### config.mk
export PLATFORM = sky130hd
export DESIGN_NAME = verifier_compute_w0
export DESIGN_NICKNAME = d
export VERILOG_FILES = /design/src/rtl/verifier_compute_w0_pkg.sv /design/src/rtl/field_multiplier.sv /design/src/rtl/verifier_compute_w0_elem.sv /design/src/rtl/verifier_compute_w0.sv
export SDC_FILE = /design/constraint.sdc
export NUM_CORES = 1
export LEC_CHECK = 0
export CORE_UTILIZATION = 50
export DETAILED_ROUTE_END_ITERATION = 10
export PLACE_DENSITY = 0.78
export REMOVE_ABC_BUFFERS = 1
export SLEW_MARGIN = 20
export SYNTH_ARGS = -nofsm -noshare
export SYNTH_HDL_FRONTEND = slang
export SYNTH_HIERARCHICAL = 1
export SYNTH_SLANG_ARGS = --single-unit
### constraint.sdc
create_clock -name clk -period 6.5 [get_ports clk]
set_input_delay 0.975 -clock clk [delete_from_list [all_inputs] [get_ports clk]]
set_output_delay 0.975 -clock clk [all_outputs]
set_load 0.01 [all_outputs]
### src/rtl/verifier_compute_w0_pkg.sv
// Field constants, FSM state encoding and modular add/sub helpers shared by the w0 datapath.
package verifier_compute_w0_pkg;

  localparam int unsigned F_NBITS = 16;
  localparam logic [F_NBITS-1:0] F_Q = 16'd65521;

  typedef enum logic [2:0] {
    IDLE,
    SUB,
    MUL_ST,
    MUL,
    ADD
  } state_t;

  // Widened sum so the carry is visible before the conditional subtract of q.
  function automatic logic [F_NBITS-1:0] mod_add(input logic [F_NBITS-1:0] a,
                                                 input logic [F_NBITS-1:0] b);
    logic [F_NBITS:0] s;
    s = {1'b0, a} + {1'b0, b};
    if (s >= {1'b0, F_Q}) s = s - {1'b0, F_Q};
    return s[F_NBITS-1:0];
  endfunction

  function automatic logic [F_NBITS-1:0] mod_sub(input logic [F_NBITS-1:0] a,
                                                 input logic [F_NBITS-1:0] b);
    logic [F_NBITS-1:0] d;
    d = a - b;
    if (a < b) d = d + F_Q;
    return d;
  endfunction

endpackage

### src/rtl/field_multiplier.sv
// Bit-serial MSB-first modular multiplier: p = a*b mod q, en/ready handshake.
module field_multiplier
  import verifier_compute_w0_pkg::*;
(
  input  logic               clk,
  input  logic               rstb,
  input  logic               en,
  input  logic [F_NBITS-1:0] a,
  input  logic [F_NBITS-1:0] b,
  output logic               ready,
  output logic [F_NBITS-1:0] p
);

  localparam int unsigned CNT_W = $clog2(F_NBITS);

  logic [F_NBITS-1:0] a_q;
  logic [F_NBITS-1:0] b_q;
  logic [CNT_W-1:0]   cnt;
  logic               busy;
  logic [F_NBITS-1:0] acc_next;

  // Double-and-add: acc = 2*acc + (bit ? a : 0), both steps reduced mod q.
  always_comb begin
    acc_next = mod_add(p, p);
    if (b_q[F_NBITS-1]) acc_next = mod_add(acc_next, a_q);
  end

  always_ff @(posedge clk or negedge rstb) begin
    if (!rstb) begin
      a_q   <= '0;
      b_q   <= '0;
      cnt   <= '0;
      busy  <= 1'b0;
      ready <= 1'b1;
      p     <= '0;
    end else if (en && !busy) begin
      a_q   <= a;
      b_q   <= b;
      p     <= '0;
      cnt   <= CNT_W'(F_NBITS - 1);
      busy  <= 1'b1;
      ready <= 1'b0;
    end else if (busy) begin
      p   <= acc_next;
      b_q <= {b_q[F_NBITS-2:0], 1'b0};
      if (cnt == '0) begin
        busy  <= 1'b0;
        ready <= 1'b1;
      end else begin
        cnt <= cnt - CNT_W'(1);
      end
    end
  end

endmodule

### src/rtl/verifier_compute_w0_elem.sv
// Per-element datapath: d = w2-w1, p = d*tau, w0 = p+w1 and 1-w0, all mod q.
module verifier_compute_w0_elem
  import verifier_compute_w0_pkg::*;
(
  input  logic               clk,
  input  logic               rstb,
  input  logic               sub_en,
  input  logic               mul_en,
  input  logic [F_NBITS-1:0] w1,
  input  logic [F_NBITS-1:0] w2,
  input  logic [F_NBITS-1:0] tau,
  output logic               mul_ready,
  output logic [F_NBITS-1:0] w0_c,
  output logic [F_NBITS-1:0] m_w0_p1_c
);

  logic [F_NBITS-1:0] d;
  logic [F_NBITS-1:0] p;

  always_ff @(posedge clk or negedge rstb) begin
    if (!rstb) d <= '0;
    else if (sub_en) d <= mod_sub(w2, w1);
  end

  field_multiplier u_mul (
    .clk   (clk),
    .rstb  (rstb),
    .en    (mul_en),
    .a     (d),
    .b     (tau),
    .ready (mul_ready),
    .p     (p)
  );

  // The top registers these in its ADD cycle; w1 is still selected by the same count.
  always_comb begin
    w0_c      = mod_add(p, w1);
    m_w0_p1_c = mod_sub(F_NBITS'(1), w0_c);
  end

endmodule

### src/rtl/verifier_compute_w0.sv
// Verifier w0 step: gamma(tau) = (w2-w1)*tau + w1 and 1-gamma for every coordinate, highest index first.
module verifier_compute_w0
  import verifier_compute_w0_pkg::*;
#(
  parameter int unsigned ninbits = 3
) (
  input  logic                             clk,
  input  logic                             rstb,
  input  logic                             en,
  input  logic [ninbits-1:0][F_NBITS-1:0]  w1,
  input  logic [ninbits-1:0][F_NBITS-1:0]  w2,
  input  logic [F_NBITS-1:0]               tau,
  output logic                             ready,
  output logic [ninbits-1:0][F_NBITS-1:0]  w0,
  output logic [ninbits-1:0][F_NBITS-1:0]  m_w0_p1
);

  localparam int unsigned CNT_W = (ninbits > 1) ? $clog2(ninbits) : 1;

  state_t             state;
  logic [CNT_W-1:0]   count;
  logic               en_dly;
  logic               start;
  logic [F_NBITS-1:0] tau_q;
  logic [F_NBITS-1:0] sel_w1;
  logic [F_NBITS-1:0] sel_w2;
  logic               mul_ready;
  logic [F_NBITS-1:0] w0_c;
  logic [F_NBITS-1:0] m_w0_p1_c;

  assign start  = en & ~en_dly;
  assign ready  = (state == IDLE) & ~start;
  assign sel_w1 = w1[count];
  assign sel_w2 = w2[count];

  verifier_compute_w0_elem u_elem (
    .clk       (clk),
    .rstb      (rstb),
    .sub_en    (state == SUB),
    .mul_en    (state == MUL_ST),
    .w1        (sel_w1),
    .w2        (sel_w2),
    .tau       (tau_q),
    .mul_ready (mul_ready),
    .w0_c      (w0_c),
    .m_w0_p1_c (m_w0_p1_c)
  );

  // en_dly resets high so an en held through reset release is not seen as a rising edge.
  always_ff @(posedge clk or negedge rstb) begin
    if (!rstb) begin
      state   <= IDLE;
      count   <= '0;
      en_dly  <= 1'b1;
      tau_q   <= '0;
      w0      <= '0;
      m_w0_p1 <= {ninbits{F_NBITS'(1)}};
    end else begin
      en_dly <= en;
      case (state)
        IDLE: begin
          if (start) begin
            tau_q <= tau;
            count <= CNT_W'(ninbits - 1);
            state <= SUB;
          end
        end
        SUB:    state <= MUL_ST;
        MUL_ST: state <= MUL;
        MUL:    if (mul_ready) state <= ADD;
        ADD: begin
          w0[count]      <= w0_c;
          m_w0_p1[count] <= m_w0_p1_c;
          if (count == '0) begin
            state <= IDLE;
          end else begin
            count <= count - CNT_W'(1);
            state <= SUB;
          end
        end
        default: state <= IDLE;
      endcase
    end
  end

endmodule

# ---- After elaboration in Yosys (flattened, before gate mapping)
# Cells that the tools add are included.
dict set report totals {
  ff_bits 188
  in_bits 115
  out_inout_bits 97
  wordCells 96
}
dict set report classes {
  n_addsub 12
  magnitude_cmp 7
  n_eq_ne 8
  mux 34
  bitwise 4
  reduce_logical 14
}
# cell n
set op_table {}
lappend op_table {{$mux W16} 13}
lappend op_table {{$bwmux W48} 2}
lappend op_table {{$bmux W16 S2} 2}
lappend op_table {{$add A16 B16 Y17} 3}
lappend op_table {{$ge A17 B16 Y1 const B} 3}
lappend op_table {{$sub A16 B16 Y16 const B} 3}
lappend op_table {{$add A16 B16 Y16 const B} 2}
lappend op_table {{$demux W16 S2} 1}
lappend op_table {{$lt A1 B16 Y1 const A} 1}
lappend op_table {{$lt A16 B16 Y1} 1}
lappend op_table {{$sub A1 B16 Y16 const A} 1}
lappend op_table {{$sub A16 B16 Y16} 1}
lappend op_table {{$pmux W3 S5} 1}
lappend op_table {{$mux W4} 3}
lappend op_table {{$reduce_and A2 Y1} 4}
lappend op_table {{$mux W1} 7}
lappend op_table {{$eq A3 B2 Y1 const B} 2}
lappend op_table {{$mux W3} 2}
lappend op_table {{$ne A2 B2 Y1 const B} 3}
lappend op_table {{$reduce_bool A2 Y1} 3}
lappend op_table {{$logic_not A4 Y1} 1}
lappend op_table {{$mux W2} 2}
lappend op_table {{$pmux W2 S2} 1}
lappend op_table {{$sub A4 B1 Y4 const B} 1}
lappend op_table {{other kinds (13)} 16}

# ---- Depth between registers and ports, before layout
dict set report depth {
  ltp_word 9
  mapped_depth 31
  ltp_nobuf 27
}

# ---- By module
# The synthesis kept the hierarchy.
# module n_inst cells_per_inst area_per_inst_um2
set modules_own_cells {}
lappend modules_own_cells {verifier_compute_w0 1 382 5190.0}
lappend modules_own_cells {verifier_compute_w0_elem 1 604 4291.6}
lappend modules_own_cells {field_multiplier 1 459 4182.8}

# ---- Worst setup path after synthesis
# OpenSTA, ideal clock, no wires.
dict set report synth_path {
  kind {flip-flop to flip-flop}
  startpoint {reg count[0]}
  endpoint {reg m_w0_p1[15] in the netlist's numbering}
  setup_time_ps 125
  t_arrival_ps 6047
  required_ps 6375
  path_slack_ps 329
  stages_incl_launch_ff 30
  synth_period_minus_slack_ps 6171
  path_cell_list {dfrtp_1 clkbuf_1 nor2b_1 clkbuf_1 clkbuf_1 nand2_1 o21ai_0 ha_1 inv_1 fa_1 nand2b_1 a21oi_2 o22ai_1 xnor2_1 o2111a_1 nand3_1 o21ai_1 buf_2 nand2_1 xnor2_1 ha_1 clkbuf_1 nand3_1 a2bb2oi_1 a211oi_1 xor2_1 nand4_1 nor4_2 xnor2_1 mux2_2}
}
dict set report synth_between {
  elab_chain_cells 9
  word_cells_on_any_way 16
}
# element line_no
set synth_rtl {}
lappend synth_rtl {{start: declaration} verifier_compute_w0.sv:21} ;# logic [CNT_W-1:0] count;
lappend synth_rtl {{start signal: assignment} verifier_compute_w0.sv:64} ;# count <= CNT_W'(ninbits - 1);
lappend synth_rtl {{start signal: assignment} verifier_compute_w0.sv:77} ;# count <= count - CNT_W'(1);
lappend synth_rtl {{$bmux W16 S2 *} verifier_compute_w0.sv:33} ;# assign sel_w1 = w1[count];
lappend synth_rtl {{$mux W16 (not written as such) *} verifier_compute_w0.sv:33}
lappend synth_rtl {{net sel_w1[0]} verifier_compute_w0.sv:25} ;# logic [F_NBITS-1:0] sel_w1;
lappend synth_rtl {{$add A16 B16 Y17 *} verifier_compute_w0_pkg.sv:19} ;# s = {1'b0, a} + {1'b0, b};
lappend synth_rtl {{$sub A16 B16 Y16 or $ge A17 B16 Y1 (tied branches)} verifier_compute_w0_pkg.sv:20} ;# if (s >= {1'b0, F_Q}) s = s - {1'b0, F_Q};
lappend synth_rtl {{$mux W16 *} verifier_compute_w0_pkg.sv:20}
lappend synth_rtl {{$sub A1 B16 Y16} verifier_compute_w0_pkg.sv:27} ;# d = a - b;
lappend synth_rtl {{$add A16 B16 Y16} verifier_compute_w0_pkg.sv:28} ;# if (a < b) d = d + F_Q;
lappend synth_rtl {{$mux W16 *} verifier_compute_w0_pkg.sv:28}
lappend synth_rtl {{net m_w0_p1_c[15]} verifier_compute_w0.sv:29} ;# logic [F_NBITS-1:0] m_w0_p1_c;
lappend synth_rtl {{$bwmux W48 *} verifier_compute_w0.sv:73} ;# m_w0_p1[count] <= m_w0_p1_c;
lappend synth_rtl {{end signal: assignment} verifier_compute_w0.sv:57} ;# m_w0_p1 <= {ninbits{F_NBITS'(1)}};
lappend synth_rtl {{end signal: indexed assignment} verifier_compute_w0.sv:73}
lappend synth_rtl {{end: declaration} verifier_compute_w0.sv:15} ;# output logic [ninbits-1:0][F_NBITS-1:0] m_w0_p1
# The timed path passes the listed nets; every way through them passes the cells marked *. The select of a mux whose other input is x is not followed.
# A chain may end at the register's enable or synchronous reset.

# ---- Worst setup path after layout
dict set report layout_path {
  startpoint {in w1[0] in the netlist's numbering}
  endpoint {reg m_w0_p1[14] in the netlist's numbering}
}
dict set report layout_between {
  elab_chain_cells 9
  word_cells_on_any_way 11
}
# element line_no
set layout_rtl {}
lappend layout_rtl {{start: declaration} verifier_compute_w0.sv:10} ;# input logic [ninbits-1:0][F_NBITS-1:0] w1,
lappend layout_rtl {{$bmux W16 S2 *} verifier_compute_w0.sv:33}
lappend layout_rtl {{$mux W16 (not written as such) *} verifier_compute_w0.sv:33}
lappend layout_rtl {{net sel_w1[0]} verifier_compute_w0.sv:25}
lappend layout_rtl {{$add A16 B16 Y17 *} verifier_compute_w0_pkg.sv:19}
lappend layout_rtl {{$sub A16 B16 Y16 or $ge A17 B16 Y1 (tied branches)} verifier_compute_w0_pkg.sv:20}
lappend layout_rtl {{$mux W16 *} verifier_compute_w0_pkg.sv:20}
lappend layout_rtl {{net w0_c[0]} verifier_compute_w0.sv:28} ;# logic [F_NBITS-1:0] w0_c;
lappend layout_rtl {{$sub A1 B16 Y16} verifier_compute_w0_pkg.sv:27}
lappend layout_rtl {{$add A16 B16 Y16} verifier_compute_w0_pkg.sv:28}
lappend layout_rtl {{$mux W16 *} verifier_compute_w0_pkg.sv:28}
lappend layout_rtl {{net m_w0_p1_c[14]} verifier_compute_w0.sv:29}
lappend layout_rtl {{$bwmux W48 *} verifier_compute_w0.sv:73}
# Marks and branches as above.

==> flow_metrics.env <==
export IMPL_netlist_area_um2=13700
export IMPL_first_global_vias=11600
export IMPL_htreeDepth=4
export IMPL_cts_buffers=17
export IMPL_endpoint_kind="register"
export IMPL_clk_pin_slew_worst_paths_ns=0.08
export IMPL_viasPerCell=5.87
export IMPL_fmax_mhz=164
export IMPL_hold_buffers=0
export IMPL_grt_busiest_layer="met2"
export IMPL_use_met3_pct=2.98
export IMPL_grt_use_total_pct=26.0
export IMPL_final_util_pct=63.3
export IMPL_slew_headroom_pct=24.8
export IMPL_crit_type="input pin to register"
export IMPL_ir_worst_vdd_uv=290
export IMPL_core_area_um2=26900
export IMPL_hold_viol=0
export IMPL_cp_max_fo=5
export IMPL_vias=11900
export IMPL_final_common_cell="clkdlybuf4s50_1"
export IMPL_die_h_um=167
export IMPL_clock_power_share_pct=11.6
export IMPL_netSwitchingPower_mw=4.45
export IMPL_dp_hpwl_mm=28.2
export IMPL_n_antenna_cell=0
export IMPL_first_pass_iters=5
export IMPL_cts_buffer_depth=2
export IMPL_hold_ws_ns=0.486
export IMPL_post_route_drc_count=0
export IMPL_clk_latency_ns=0.44
export IMPL_yosysUniqueCellTypes=104
export IMPL_nets=1856
export IMPL_power_frac_seq_pct=18.7
export IMPL_overflow=0
export IMPL_drive_gt1_share_pct=16.6
export IMPL_use_met1_pct=33.4
export IMPL_startpoint_type="input pin"
export IMPL_num_rows=60
export IMPL_combPwrFrac_pct=69.7
export IMPL_grt_max_degree=112
export IMPL_multi_input_area_um2=8370
export IMPL_cts_root_buf="clkbuf_16"
export IMPL_ant_nets=0
export IMPL_p_sw_share_pct=48.2
export IMPL_rsz0062_at_grt="true"
export IMPL_layout_common_cells="clkdlybuf4s50_1, dfrtp_1, nand2_1, mux2_2, nor2_1"
export IMPL_die_w_um=167
export IMPL_ys_ff_latch=188
export IMPL_drt_iter0_drc=868
export IMPL_post_cts_resized=0
export IMPL_slew_viol_final=0
export IMPL_synth_async_reset_ratio_pct=100
export IMPL_die_area_um2=28000
export IMPL_cp_arrival_ns=6.42
export IMPL_hp_class="register to register"
export IMPL_wl_mm=36.6
export IMPL_area_delta_synth_final_pct=24.4
export IMPL_cts_tree="done"
export IMPL_fill_cells=2190
export IMPL_required_ns=6.82
export IMPL_ys_seq_area_share_pct=34.5
export IMPL_leakage_nw=7.09
export IMPL_initial_core_util_pct=50.8
export IMPL_timing_final_crit_share_pct=93.9
export IMPL_syn_area_per_cell_um2=9.46
export IMPL_worstMarginPinSlew_ns=1.12
export IMPL_powerDensity_nw_per_um2=543
export IMPL_yosysWarnings=6
export IMPL_ff_latch_area_um2=4710
export IMPL_grt_pass1_wl_mm=58.8
export IMPL_synth_edff_count=0
export IMPL_ff2ff_setup_slack_ns=0.47
export IMPL_clkSinkCount=188
export IMPL_wl_per_cell_um=18.0
export IMPL_gp_congestion=0.951
export IMPL_met2_usage_pct=45.3
export IMPL_portBuffers=211
export IMPL_fin_crit_ns=6.10
export IMPL_intPower_mw=4.78
export IMPL_p_total_mw=9.23
export IMPL_yosys_most_used_dff="dfrtp_1"
export IMPL_drv_cap=0
export IMPL_setup_violations=0
export IMPL_pin_count=212
export IMPL_syn_inst=1445
export IMPL_antenna_found_initial=0
export IMPL_status="completed"
export IMPL_finClkSkew_ns=0.0138
timing repair:
item,CTS,global route
endpoints found under the setup margin,0,3
hold endpoints to repair,0,0
setup buffers,0,0
Yosys cell counts, drive strengths merged, types with 5 or more instances:
master,number,share of area (%)
nand2,121,3.3
a221oi,5,0.45
o311ai,5,0.32
and2,17,0.80
nand4,14,0.69
ha,63,5.8
nor2b,10,0.46
mux2,130,11
a21boi,8,0.47
o21ai,104,3.8
a2111oi,6,0.61
a22oi,11,0.60
clkbuf,37,1.0
mux2i,57,4.2
o2111ai,5,0.32
a21o,20,1.1
o31ai,7,0.59
xnor2,68,4.4
o21bai,5,0.27
a211o,6,0.38
nand2b,16,0.73
nand3,50,1.9
o21a,10,0.56
dfrtp,183,34
and3,20,0.92
inv,64,1.8
nor4,10,0.50
a31oi,8,0.37
or3,6,0.27
nor2,88,2.4
o211ai,14,0.77
nor3,30,1.1
a21oi,65,2.5
o22ai,9,0.46
a211oi,12,0.73
buf,33,1.6
or2,11,0.50
a2bb2oi,5,0.32
o31a,5,0.32
xor2,34,2.3
and4,8,0.53
dfstp,5,0.96
through the flow:
stage / cell area (um2) / TNS (ns) / instances / worst slack, ns
after floorplan: 13300 / -22.47 / 1375 / -0.891
after global placement: 16400 / 0 / 1997 / 0.184
after detailed placement: 16400 / -0.0127 / 1997 / -0.00747
after CTS: 17000 / 0 / 2029 / 0.450
after global routing: 17000 / -0.0761 / 2029 / -0.0390
final: 17000 / 0 / 2029 / 0.396
logic make-up (layout without fill, tap and decap cells):
kind of cell,after synthesis,in the layout,share of synthesized area [%]
and+or+nand+nor,428,428,16.1
DFF,188,188,34.5
xor gates and xnor gates,102,102,6.70
muxes,187,187,15.1
AOI/OAI and AO/OA,339,339,17.1
buffers and inverters,135,378,4.37
adders and majority gates,66,66,6.21
flip-flops by register name (all words and copies together) (netlist names):
| signal | cells |
|---|---|
| u_elem/u_mul/cnt | 4 |
| en_dly | 1 |
| m_w0_p1 | 48 |
| u_elem/u_mul/a_q | 16 |
| u_elem/u_mul/p | 16 |
| count | 2 |
| state | 3 |
| u_elem/d | 16 |
| tau_q | 16 |
| u_elem/u_mul/b_q | 16 |
| u_elem/u_mul/busy | 1 |
| w0 | 48 |
| u_elem/u_mul/ready | 1 |
path summary, 6_finish.rpt:
check	from	endpoint	cells after the start
min in group asynchronous	rstb	w0[42]	1
worst min register to register	u_elem/u_mul/ready	u_elem/u_mul/ready	2
worst min-delay path	u_elem/u_mul/ready	u_elem/u_mul/ready	2
worst max register to register	count[0]	m_w0_p1[14]	25
max in group asynchronous	rstb	u_elem/u_mul/p[10]	2
worst max-delay path	w1[0]	m_w0_p1[14]	28
power by group through the flow:
stage / logic, mW / clock network, mW / registers (mW)
3_5_place_dp: 6.30 / 0 / 1.75
4_1_cts: 6.34 / 1.08 / 1.73
3_3_place_gp: 6.17 / 0 / 1.73
2_1_floorplan: 4.11 / 0 / 1.77
6_report: 6.43 / 1.07 / 1.73
5_1_grt: 6.96 / 1.13 / 1.77
layout make-up:
cell class	instances	share of cell area (%)
multi-input cells	1122	49.2
flip-flops and latches	188	27.7
repair buffers	281	15.5
well taps	341	2.51
clock buffers	17	2.50
inverters	65	1.43
clock inverters	15	1.10
worst max-delay path, stage by stage:
cell and delay [ns]:
clkdlybuf4s50_1 0.46, mux2i_1 0.06, o21ai_0 0.16, buf_4 0.15, ha_1 0.19, inv_1 0.07, fa_1 0.39, nand2b_1 0.25
a21oi_2 0.31, nor3_1 0.10, nor3_1 0.33, o22ai_2 0.14, buf_4 0.17, and3_1 0.22, a21oi_2 0.20, xnor2_1 0.17
inv_1 0.11, ha_1 0.22, nand3_1 0.11, inv_1 0.06, o21ai_0 0.15, a21oi_1 0.09, o221ai_1 0.17, o2bb2ai_1 0.20
o211ai_1 0.18, nor3_1 0.33, xor2_1 0.15, mux2_2 0.28
metal layers:
layer / vias to the layer above / wire (um)
met1: 5753 / 15700
li1: 5693 / -
met5: - / 0
met4: 0 / 1050
met3: 73 / 1610
met2: 399 / 18200
No activity file was read; power rests on OpenSTA's default activity.
